==> src/rtl/uart_rx_module_if.sv <==
// Receiver-side bundle: serial input, consumer acknowledge and the received-byte/status outputs.
interface uart_rx_module_if;
    logic       rx_in;
    logic       rx_ack;
    logic [7:0] data_out;
    logic       rx_valid;
    logic       frame_err;
    logic       overrun_err;
    logic       busy;

    // Receiver side: samples the line and reports bytes and errors.
    modport slave (
        input  rx_in,
        input  rx_ack,
        output data_out,
        output rx_valid,
        output frame_err,
        output overrun_err,
        output busy
    );

    // Line driver / consumer side.
    modport master (
        output rx_in,
        output rx_ack,
        input  data_out,
        input  rx_valid,
        input  frame_err,
        input  overrun_err,
        input  busy
    );
endinterface

==> src/rtl/uart_rx_module.sv <==
// 8N1 UART receiver, LSB first, idle high. Samples each data bit at the
// middle of its period, holds the last good byte with a sticky valid flag,
// and reports framing and overrun errors.
module uart_rx_module #(
    parameter int unsigned CLKS_PER_BIT = 16
) (
    input  logic              clk,
    input  logic              reset,
    uart_rx_module_if.slave   bus
);

    localparam int unsigned CNT_W = (CLKS_PER_BIT > 2) ? $clog2(CLKS_PER_BIT) : 1;
    localparam logic [CNT_W-1:0] BIT_LAST  = CNT_W'(CLKS_PER_BIT - 1);
    localparam logic [CNT_W-1:0] HALF_LAST = CNT_W'(CLKS_PER_BIT / 2 - 1);

    typedef enum logic [2:0] {
        IDLE,
        START,
        DATA,
        STOP,
        BREAK_WAIT
    } state_t;

    state_t           state_q, state_d;
    logic [CNT_W-1:0] cnt_q, cnt_d;
    logic [2:0]       idx_q, idx_d;
    logic [7:0]       shift_q, shift_d;
    logic [7:0]       dataOut_q, dataOut_d;
    logic             rxValid_q, rxValid_d;
    logic             frameErr_q, frameErr_d;
    logic             overrun_q, overrun_d;
    logic             rxMeta_q, rxSync_q;
    logic             goodStop;

    // Two-flop synchronizer on the asynchronous line; resets to the idle level.
    always_ff @(posedge clk or negedge reset) begin
        if (!reset) begin
            rxMeta_q <= 1'b1;
            rxSync_q <= 1'b1;
        end else begin
            rxMeta_q <= bus.rx_in;
            rxSync_q <= rxMeta_q;
        end
    end

    // State, counters, shift register and output flags.
    always_ff @(posedge clk or negedge reset) begin
        if (!reset) begin
            state_q    <= IDLE;
            cnt_q      <= '0;
            idx_q      <= '0;
            shift_q    <= '0;
            dataOut_q  <= '0;
            rxValid_q  <= 1'b0;
            frameErr_q <= 1'b0;
            overrun_q  <= 1'b0;
        end else begin
            state_q    <= state_d;
            cnt_q      <= cnt_d;
            idx_q      <= idx_d;
            shift_q    <= shift_d;
            dataOut_q  <= dataOut_d;
            rxValid_q  <= rxValid_d;
            frameErr_q <= frameErr_d;
            overrun_q  <= overrun_d;
        end
    end

    // Frame sequencing plus the valid/overrun handshake; cnt restarts on every state change.
    always_comb begin
        state_d    = state_q;
        cnt_d      = cnt_q + 1'b1;
        idx_d      = idx_q;
        shift_d    = shift_q;
        dataOut_d  = dataOut_q;
        rxValid_d  = rxValid_q;
        overrun_d  = overrun_q;
        frameErr_d = 1'b0;
        goodStop   = 1'b0;

        case (state_q)
            IDLE: begin
                cnt_d = '0;
                if (!rxSync_q) begin
                    state_d = START;
                end
            end
            START: begin
                if (cnt_q == HALF_LAST) begin
                    cnt_d   = '0;
                    idx_d   = '0;
                    state_d = rxSync_q ? IDLE : DATA;
                end
            end
            DATA: begin
                if (cnt_q == BIT_LAST) begin
                    cnt_d          = '0;
                    shift_d[idx_q] = rxSync_q;
                    if (idx_q == 3'd7) begin
                        idx_d   = '0;
                        state_d = STOP;
                    end else begin
                        idx_d = idx_q + 1'b1;
                    end
                end
            end
            STOP: begin
                if (cnt_q == BIT_LAST) begin
                    cnt_d = '0;
                    if (rxSync_q) begin
                        goodStop = 1'b1;
                        state_d  = IDLE;
                    end else begin
                        frameErr_d = 1'b1;
                        state_d    = BREAK_WAIT;
                    end
                end
            end
            BREAK_WAIT: begin
                cnt_d = '0;
                if (rxSync_q) begin
                    state_d = IDLE;
                end
            end
            default: begin
                cnt_d   = '0;
                state_d = IDLE;
            end
        endcase

        if (goodStop) begin
            dataOut_d = shift_q;
            rxValid_d = 1'b1;
            if (rxValid_q && !bus.rx_ack) begin
                overrun_d = 1'b1;
            end else if (bus.rx_ack) begin
                overrun_d = 1'b0;
            end
        end else if (bus.rx_ack && rxValid_q) begin
            rxValid_d = 1'b0;
            overrun_d = 1'b0;
        end
    end

    assign bus.data_out    = dataOut_q;
    assign bus.rx_valid    = rxValid_q;
    assign bus.frame_err   = frameErr_q;
    assign bus.overrun_err = overrun_q;
    assign bus.busy        = (state_q != IDLE);

endmodule
==> src/flat_wrapper.sv <==
// flat-port wrapper written by rule: the top's interface ports become plain ports
module uart_rx_module_flat 
#(
    parameter int unsigned CLKS_PER_BIT = 16
)
  (clk, reset, bus_rx_in, bus_rx_ack, bus_data_out, bus_rx_valid, bus_frame_err, bus_overrun_err, bus_busy);
  uart_rx_module_if bus_i ();
  input  logic clk;
  input  logic reset;
  input wire logic [$bits(bus_i.rx_in)-1:0] bus_rx_in;
  input wire logic [$bits(bus_i.rx_ack)-1:0] bus_rx_ack;
  output wire logic [$bits(bus_i.data_out)-1:0] bus_data_out;
  output wire logic [$bits(bus_i.rx_valid)-1:0] bus_rx_valid;
  output wire logic [$bits(bus_i.frame_err)-1:0] bus_frame_err;
  output wire logic [$bits(bus_i.overrun_err)-1:0] bus_overrun_err;
  output wire logic [$bits(bus_i.busy)-1:0] bus_busy;
  assign bus_i.rx_in = bus_rx_in;
  assign bus_i.rx_ack = bus_rx_ack;
  assign bus_data_out = bus_i.data_out;
  assign bus_rx_valid = bus_i.rx_valid;
  assign bus_frame_err = bus_i.frame_err;
  assign bus_overrun_err = bus_i.overrun_err;
  assign bus_busy = bus_i.busy;
  uart_rx_module #(.CLKS_PER_BIT(CLKS_PER_BIT)) u_core (.clk(clk), .reset(reset), .bus(bus_i));
endmodule
==> config.mk <==
export PLATFORM = sky130hd
export DESIGN_NAME = uart_rx_module_flat
export DESIGN_NICKNAME = d
export VERILOG_FILES = /design/src/rtl/uart_rx_module_if.sv /design/src/rtl/uart_rx_module.sv /design/src/flat_wrapper.sv
export SDC_FILE = /design/constraint.sdc
export NUM_CORES = 1
export LEC_CHECK = 0
export BUFFER_PORTS_ARGS = -buffer_cell sky130_fd_sc_hd__buf_2
export CAP_MARGIN = 10
export CORE_AREA = 2 2 54 56
export CTS_CLUSTER_SIZE = 28
export DETAILED_ROUTE_END_ITERATION = 8
export DIE_AREA = 0 0 56 58
export MAX_ROUTING_LAYER = met4
export PLACE_DENSITY = 0.76
export SLEW_MARGIN = 20
export SYNTH_ARGS = -nofsm -noshare
export SYNTH_HDL_FRONTEND = slang
export SYNTH_SLANG_ARGS = --single-unit
==> constraint.sdc <==
create_clock -name clk -period 1.87 [get_ports clk]
set_clock_uncertainty 0.05 [all_clocks]
set_input_delay 0.0935 -clock clk [delete_from_list [all_inputs] [get_ports clk]]
set_output_delay 0.0935 -clock clk [all_outputs]
set_load 0.05 [all_outputs]
==> results of run 1 <==
-- report_power, final --
group | internal, W | switching (W) | total, W
registers | 0.000709 | 0.0000436 | 0.000753
logic | 0.0000777 | 0.000110 | 0.000188
clock network | 0.000174 | 0.000217 | 0.000391
-- metrics by stage --
step                      area (um2)  instances  setup WS, ns  hold WS, ns
after floorplan                 1405        114        0.2398      -0.2521
after global placement          1526        159        0.1722       0.1105
after detailed placement        1526        159       0.08965       0.1189
after CTS                       1613        169       0.08321       0.2956
after global routing            1620        169       0.06376       0.3150
final                           1620        169        0.1819       0.3033
-- synthesized netlist by cell type (all sizes together) (2+ instances only) --
cell type and number:
clkbuf 2, nand3 8, nand4 2, nor3 3
inv 4, nor2b 4, o21ai 3, nor2 7
and2 2, dfrtp 29, dfstp 2, mux2 17
a41oi 2, mux2i 3, nand2 5, ha 3
buf 3, xor2 2
-- timing repair --
item / in CTS / in global routing
gates resized for setup: 0 / 1
endpoints found under the setup margin: 0 / 3
endpoints found under the hold margin: 32 / 0
hold buffers: 3 / 0
-- how the worst min path moves through the flow --
| stage | start | to | slack, ns | cells past startpoint |
|---|---|---|---|---|
| 4_1_cts | reset | u_core.state_q[2] | 0.30 | 2 |
| 2_1_floorplan | reset | u_core.bus.data_out[0] | -0.25 | 0 |
| 3_5_place_dp | reset | u_core.idx_q[1] | 0.12 | 1 |
| 6_report | reset | u_core.shift_q[4] | 0.30 | 2 |
| 5_1_grt | u_core.rxMeta_q | u_core.rxSync_q | 0.32 | 0 |
| 3_3_place_gp | reset | u_core.state_q[0] | 0.11 | 1 |
-- kinds of logic after synthesis --
group	Yosys count
adders and majority gates	3
xor gates and xnor gates	3
DFF	31
and+or+nand+nor	38
AOI/OAI and AO/OA	10
buffers and inverters	9
muxes	20
-- flip-flops by register name, summed over array words and instances, names as in the netlist --
| signal | count |
|---|---|
| u_core.bus.data_out | 8 |
| u_core.rxMeta_q | 1 |
| u_core.bus.rx_valid | 1 |
| u_core.state_q | 3 |
| u_core.bus.overrun_err | 1 |
| u_core.bus.frame_err | 1 |
| u_core.idx_q | 3 |
| u_core.rxSync_q | 1 |
| u_core.shift_q | 8 |
| u_core.cnt_q | 4 |
-- layer usage --
metal,vias to the layer above,wire (um)
li1,449,-
met1,472,1105
met2,25,1237
met3,6,104
met4,0,57
met5,-,0
-- worst max-delay path: cells and delay by family (launching register included) --
family | cells | cell delay (ns)
muxes | 1 | 0.35
adders and majority gates | 1 | 0.26
and+or+nand+nor | 2 | 0.51
DFF | 1 | 0.41
-- layout make-up --
| cell class | count | share of cell area (%) |
|---|---|---|
| timing repair buffer | 22 | 8.340 |
| multi-input combinational | 74 | 36.83 |
| clock buffer | 6 | 3.166 |
| tap | 31 | 2.394 |
| clock inverter | 1 | 0.3089 |
| sequential | 31 | 48.03 |
| inverter | 4 | 0.9266 |
-- cells in the final DEF (no fill, tap or decap), drive strengths merged, types with 3 or more instances in the layout --
master       count
buf             19
clkbuf           6
dfrtp           29
dlygate4sd3      3
ha               3
inv              4
mux2            17
mux2i            3
nand2            5
nand3            8
nor2             7
nor2b            4
nor3             3
o21ai            3
==> qor.yml, run 1 <==
rrSetupSlack_ns: 0.18
drt-initial-drc-count: 21
final_nets: 145
synthFlopType: "dfrtp_1"
n_antenna_cell: 0
reg2reg_to: "u_core.bus.data_out[3]"
ys_warn_count: 0
die_h_um: 58
synth_edf_count: 0
synth_seq_cells: 31
ys_seq_area_share_pct: 55.39
ys_async_sr_fraction_pct: 100.0
drv_slew: 0
post-route-util_pct: 60.86
gp_congestion: 0.7931
synth_fp_nets: 121
insertion_delay_ns: 0.33
synth_top_family_by_area: "multiplexers"
syn_avg_cell_area_um2: 12.33
synthSimpleGateAreaFrac_pct: 15.41
initial_utilization_pct: 52.77
htree_levels: 2
grt_pass1_vias: 931
synthAdderAreaFrac_pct: 2.671
netlist_area_um2: 1405
core-area_um2: 2663
start_kind: "register"
wl_per_cell_um: 14.82
critPathArrivalTime_ns: 1.86
root_buffer: "clkbuf_4"
num_rows: 19
ant_nets: 0
setup_tns_ns: 0
drt-vias-per-instance: 5.633
r2r-start: "u_core.cnt_q[0]"
met1_usage_pct: 21.76
cp_max_fo: 11
cp_cell_sequence: "ha_1, and4_2, nand3_4, mux2_2"
synth_compound_area_share_pct: 5.966
die_width_um: 56
post-synth-top-area-fraction_pct: 51.65
track_usage_pct: 18.05
crit_end: "u_core.bus.data_out[3]"
synth_area_leaders: "dfrtp_1 52%, mux2_2 12%, dfstp_2 3.7%"
dieArea_um2: 3248
maxCapViolCount: 0
end_kind: "register"
rsz0062_at_grt: "no"
min_period_ns: 1.688
overflow: 0
clk_path_buf_depth: 2
power_w: 0.001331
antenna_found_initial: 0
hold_violations: 0
power_density_nw_per_um2: 821.7
cts_tree: "yes"
grt.met3_usage_pct: 4.911
synth_mux_area_share_pct: 16.03
cts_setup_buffers: 0
io_pins: 16
fmax_mhz: 592.4
vias: 952
status: "finished clean"
max_slew_margin_pct: 54.74
busiest_layer: "met2"
drive_gt1_share_pct: 35.51
max_stage_delay_ns: 0.41
drt_first_pass_iters: 4
grt_util_met2_pct: 28.07
area_delta_synth_final_pct: 15.32
drcViolationCount: 0
cts_made_buffers: 5
worstMarginPinSlew_ns: 0.6788
yosys.area.top_type: "dfrtp_1"
cp_slowest_cell: "dfrtp_1"
drt_wl_total_um: 2504
max-vdd-ir-drop_v: 0.0006018
path_clk_slew_ns: 0.09
synthDistinctLibCells: 34
min_period_over_period_pct: 90.27
clock-sinks: 31
setup-violations-final: 0
synth_cells: 114
portBuffers: 15
worst_hold_path_type: "input pin to async pin"
r2r_cells: 4
worstSetupPathType: "register to register"
critical_path.startpoint: "u_core.cnt_q[0]"
crit_required_ns: 2.04
seq_area_um2: 778.2
grt_max_degree: 32
p_leak_nw: 0.7879
fillerInstances: 223
multi_input_area_um2: 596.8
synth_xor_area_share_pct: 1.870
hpwlAfterDp_um: 1710
grt_first_pass_wirelength_um: 4250
Power figures use the tool's default switching activity.
==> inputs of run 2 (changes only) <==
--- a/config.mk
+++ b/config.mk
@@ -11,8 +11,10 @@
 export CTS_CLUSTER_SIZE = 28
 export DETAILED_ROUTE_END_ITERATION = 8
 export DIE_AREA = 0 0 56 58
+export HOLD_SLACK_MARGIN = 0.12
 export MAX_ROUTING_LAYER = met4
 export PLACE_DENSITY = 0.76
+export SKIP_CTS_REPAIR_TIMING = 1
 export SLEW_MARGIN = 20
 export SYNTH_ARGS = -nofsm -noshare
 export SYNTH_HDL_FRONTEND = slang
==> constraint.sdc (replaced) <==
create_clock -name clk -period 1.6 [get_ports clk]
set_clock_uncertainty 0.05 [all_clocks]
set_input_delay 0.08 -clock clk [delete_from_list [all_inputs] [get_ports clk]]
set_output_delay 0.08 -clock clk [all_outputs]
set_load 0.05 [all_outputs]
==> qor.yml, run 2 (synthesized netlist as in run 1, its figures left out) <==
cp.buffers_inverters: 0
grt_first_pass_wirelength_um: 4436
worstMarginPinSlew_ns: 0.6637
max_slew_margin_pct: 55.76
power_density_nw_per_um2: 892.4
overflow: 0
track_usage_pct: 19.07
rsz0062_at_grt: "yes"
drv_slew: 0
area_delta_synth_final_pct: 29.03
cts_made_buffers: 5
r2r_cells: 3
fmax_mhz: 633.0
core-area_um2: 2663
hold_violations: 0
portBuffers: 15
num_rows: 19
initial_utilization_pct: 52.77
maxCapViolCount: 0
design_area_um2: 1813
wl_per_cell_um: 14.86
final-instance-count-excl-fill: 189
drt-initial-drc-count: 23
final_common_cell: "dfrtp_1"
max-vdd-ir-drop_v: 0.0007294
min_period_ns: 1.580
drt_first_pass_iters: 4
cp_max_fo: 6
switchingPower_w: 0.0004503
drive_gt1_share_pct: 45.57
worstSetupPathType: "register to register"
root_buffer: "clkbuf_4"
critPathArrivalTime_ns: 1.74
htree_levels: 2
r2r-start: "u_core.state_q[0]"
cp_top_family: "flip-flops"
dp.cells: 169
insertion_delay_ns: 0.32
start_kind: "register"
worst_hold_path_type: "input pin to async pin"
p_sw_share_pct: 27.83
min_period_over_period_pct: 98.74
clk_path_buf_depth: 2
drcViolationCount: 0
path_clk_slew_ns: 0.10
n_antenna_cell: 0
rrSetupSlack_ns: 0.02
ant_nets: 0
p_leak_nw: 0.8969
die_h_um: 58
cp_cell_sequence: "or3b_4, a211oi_4, mux2_4"
dieArea_um2: 3248
max_stage_delay_ns: 0.44
final_cell_mix: "28 x dfrtp_1, 18 x buf_4, 15 x mux2_2, 15 x buf_2"
grt_pass1_vias: 964
p_comb_share_pct: 19.4
setup-violations-final: 0
post-route-util_pct: 68.09
p_int_w: 0.001168
status: "finished clean"
antenna_found_initial: 0
hpwlAfterDp_um: 1885
cts_tree: "yes"
seqPwrFrac_pct: 54.7
final_nets: 164
reg2reg_to: "u_core.idx_q[2]"
grt_max_degree: 32
clock_power_share_pct: 25.9
clock-sinks: 31
drt_wl_total_um: 2809
drt-vias-per-instance: 5.365
fillerInstances: 201
dpl-instance-area_um2: 1602
gp_congestion: 0.8045
vias: 1014
end_kind: "register"
crit_required_ns: 1.76
io_pins: 16
cp_slowest_cell: "dfrtp_2"
die_width_um: 56
[run 2: worst max path at each step]
stage | startpoint | slack [ns] | end | depth (start not counted)
3_5_place_dp | u_core.cnt_q[0] | -0.02 | u_core.shift_q[6] | 5
6_report | u_core.state_q[0] | 0.02 | u_core.idx_q[2] | 3
2_1_floorplan | u_core.cnt_q[0] | 0.001 | u_core.shift_q[7] | 5
4_1_cts | u_core.state_q[0] | -0.05 | bus_busy | 3
5_1_grt | u_core.idx_q[0] | -0.07 | u_core.state_q[0] | 5
3_3_place_gp | u_core.state_q[0] | 0.04 | u_core.idx_q[2] | 3
[run 2: metrics by stage]
stage	hold slack (ns)	setup TNS (ns)	total power, W	worst slack (ns)
after floorplan	-0.2656	0	0.001033	0.001388
after global placement	0.09581	0	0.001125	0.03595
after detailed placement	0.1073	-0.04441	0.001144	-0.02092
after CTS	-0.2549	-0.1152	0.001571	-0.05064
after global routing	0.3120	-0.2074	0.001711	-0.07334
final	0.2677	0	0.001618	0.02011
[run 2: per-layer routing]
metal / share of wire, % / GRT usage, % / vias up / wire length [um]
met5: 0 / - / - / 0
met4: 1.4 / 8.163 / 0 / 40
met3: 4.4 / 6.920 / 5 / 124
met2: 48 / 29.58 / 23 / 1360
met1: 46 / 22.65 / 496 / 1283
li1: - / - / 490 / -
[run 2: final cells by class]
cell class	count	area [um2]	area share, %
Sequential cell	31	779.5	43.00
Multi-Input combinational cell	74	630.6	34.78
Timing Repair Buffer	41	300.3	16.56
Clock buffer	8	48.80	2.692
Tap cell	31	38.79	2.139
Inverter	4	15.01	0.8282
[run 2: power by group through the flow]
stage / registers (W) / logic (W) / clock network (W)
after floorplan: 0.000877 / 0.000156 / 0
after global placement: 0.000887 / 0.000238 / 0
after detailed placement: 0.000893 / 0.000252 / 0
after CTS: 0.000877 / 0.000252 / 0.000442
after global routing: 0.000891 / 0.000340 / 0.000480
final: 0.000884 / 0.000314 / 0.000419
==> inputs of run 3 (changes only) <==
--- a/config.mk
+++ b/config.mk
@@ -11,6 +11,7 @@
 export CTS_CLUSTER_SIZE = 28
 export DETAILED_ROUTE_END_ITERATION = 8
 export DIE_AREA = 0 0 56 58
+export GPL_TIMING_DRIVEN = 0
 export HOLD_SLACK_MARGIN = 0.12
 export MAX_ROUTING_LAYER = met4
 export PLACE_DENSITY = 0.76
==> qor.yml, run 3 (synthesized netlist as in run 1, its figures left out) <==
grt_max_degree: 32
start_kind: "register"
worstSetupPathType: "register to register"
grt_first_pass_wirelength_um: 4229
min_period_ns: 1.619
drt-vias-per-instance: 5.494
grt_pass1_vias: 1003
track_usage_pct: 18.29
fillerInstances: 207
drt_first_pass_iters: 4
initial_utilization_pct: 52.77
insertion_delay_ns: 0.35
drive_gt1_share_pct: 42.07
gp_congestion: 0.8237
drt_wl_total_um: 2612
htree_levels: 2
drt-initial-drc-count: 13
drv_slew: 0
wl_per_cell_um: 14.84
portBuffers: 15
drcViolationCount: 0
num_rows: 19
path_clk_slew_ns: 0.10
max-vdd-ir-drop_v: 0.0009945
p_sw_share_pct: 26.51
critical_path.startpoint: "u_core.cnt_q[3]"
r2r-start: "u_core.cnt_q[3]"
end_kind: "register"
worstMarginPinSlew_ns: 0.6629
switchingPower_w: 0.0004785
final_common_cell: "dfrtp_1"
fmax_mhz: 617.8
ant_nets: 0
dpl-instance-area_um2: 1519
overflow: 0
core-area_um2: 2663
violations: "setup timing"
dpl_worst_slack_ns: -0.1465
cp_max_fo: 4
critPathArrivalTime_ns: 1.82
dieArea_um2: 3248
clock_power_share_pct: 35.9
min_period_over_period_pct: 101.2
io_pins: 16
final_cell_mix: "27 x dfrtp_1, 15 x mux2_2, 15 x buf_2"
power_density_nw_per_um2: 1037
rsz0062_at_grt: "yes"
final_nets: 151
clk_path_buf_depth: 2
post-route-util_pct: 65.37
cp_cell_sequence: "or3b_4, a211oi_4, buf_4, mux2i_1"
p_comb_share_pct: 15.1
cts_tree: "yes"
cts_made_buffers: 5
worst_hold_path_type: "input pin to async pin"
design_area_um2: 1740
seqPwrFrac_pct: 49.0
hold_violations: 0
holdWs_ns: 0.2392
n_antenna_cell: 0
area_delta_synth_final_pct: 23.86
vias: 967
die_width_um: 56
antenna_found_initial: 0
p_leak_nw: 0.8436
root_buffer: "clkbuf_4"
max_stage_delay_ns: 0.45
hpwlAfterDp_um: 1740
clock-sinks: 31
cp_slowest_cell: "dfrtp_2"
max_slew_margin_pct: 55.81
die_h_um: 58
maxCapViolCount: 0
p_int_w: 0.001327
setup-violations-final: 4
crit_required_ns: 1.80
postLayoutSetupSlackWorst_ns: -0.01860
status: "finished with violations"
==> run 3: critical path: cells and delay by family (launching register included) <==
kind,cells,cell delay (ns)
and+or+nand+nor,1,0.39
muxes,1,0.17
AOI/OAI and AO/OA,1,0.30
DFF,1,0.45
buffers and inverters,1,0.17
==> run 3: per-layer routing <==
metal  global-route usage [%]  vias to the layer above  wire length (um)
met5                        -                        -                 0
met4                    13.61                        0                72
met3                    4.688                        7                86
met2                    28.91                       13              1310
met1                    20.00                      487              1143
li1                         -                      460                 -
==> run 3: final timing paths <==
kind,to,slack (ns),depth (start not counted)
worst max register to register,u_core.idx_q[1],-0.02,4
worst min register to register,u_core.rxSync_q,0.31,0
max in group asynchronous,u_core.idx_q[1],0.78,2
worst min-delay path,u_core.shift_q[1],0.24,2
min in group clk,u_core.rxSync_q,0.31,0
worst max-delay path,u_core.idx_q[1],-0.02,4
==> run 3: layout make-up <==
type                    instances  area [um2]  area share (%)
flip-flops and latches         31       780.7           44.86
multi-input cells              74       635.6           36.52
repair buffers                 23       146.4           8.411
clock buffers                   6       51.30           2.948
well taps                      31       38.79           2.229
plain buffers                   5       37.54           2.157
clock inverters                 2       35.03           2.013
inverters                       4       15.01          0.8627
==> run 3: per-stage QoR <==
| stage | cells | power (W) | setup TNS [ns] |
|---|---|---|---|
| after detailed placement | 160 | 0.001097 | -1.433 |
| after global placement | 160 | 0.001085 | -0.7657 |
| after CTS | 168 | 0.001741 | -1.902 |
| final | 176 | 0.001805 | -0.04769 |
| after floorplan | 114 | 0.001033 | 0 |
| after global routing | 176 | 0.001887 | -0.3161 |
==> run 3: power by group through the flow <==
stage | sequential [W] | clock (W) | combinational (W)
after floorplan | 0.000877 | 0 | 0.000156
final | 0.000884 | 0.000648 | 0.000273
after global placement | 0.000887 | 0 | 0.000198
after detailed placement | 0.000890 | 0 | 0.000207
after CTS | 0.000875 | 0.000657 | 0.000209
after global routing | 0.000891 | 0.000690 | 0.000306
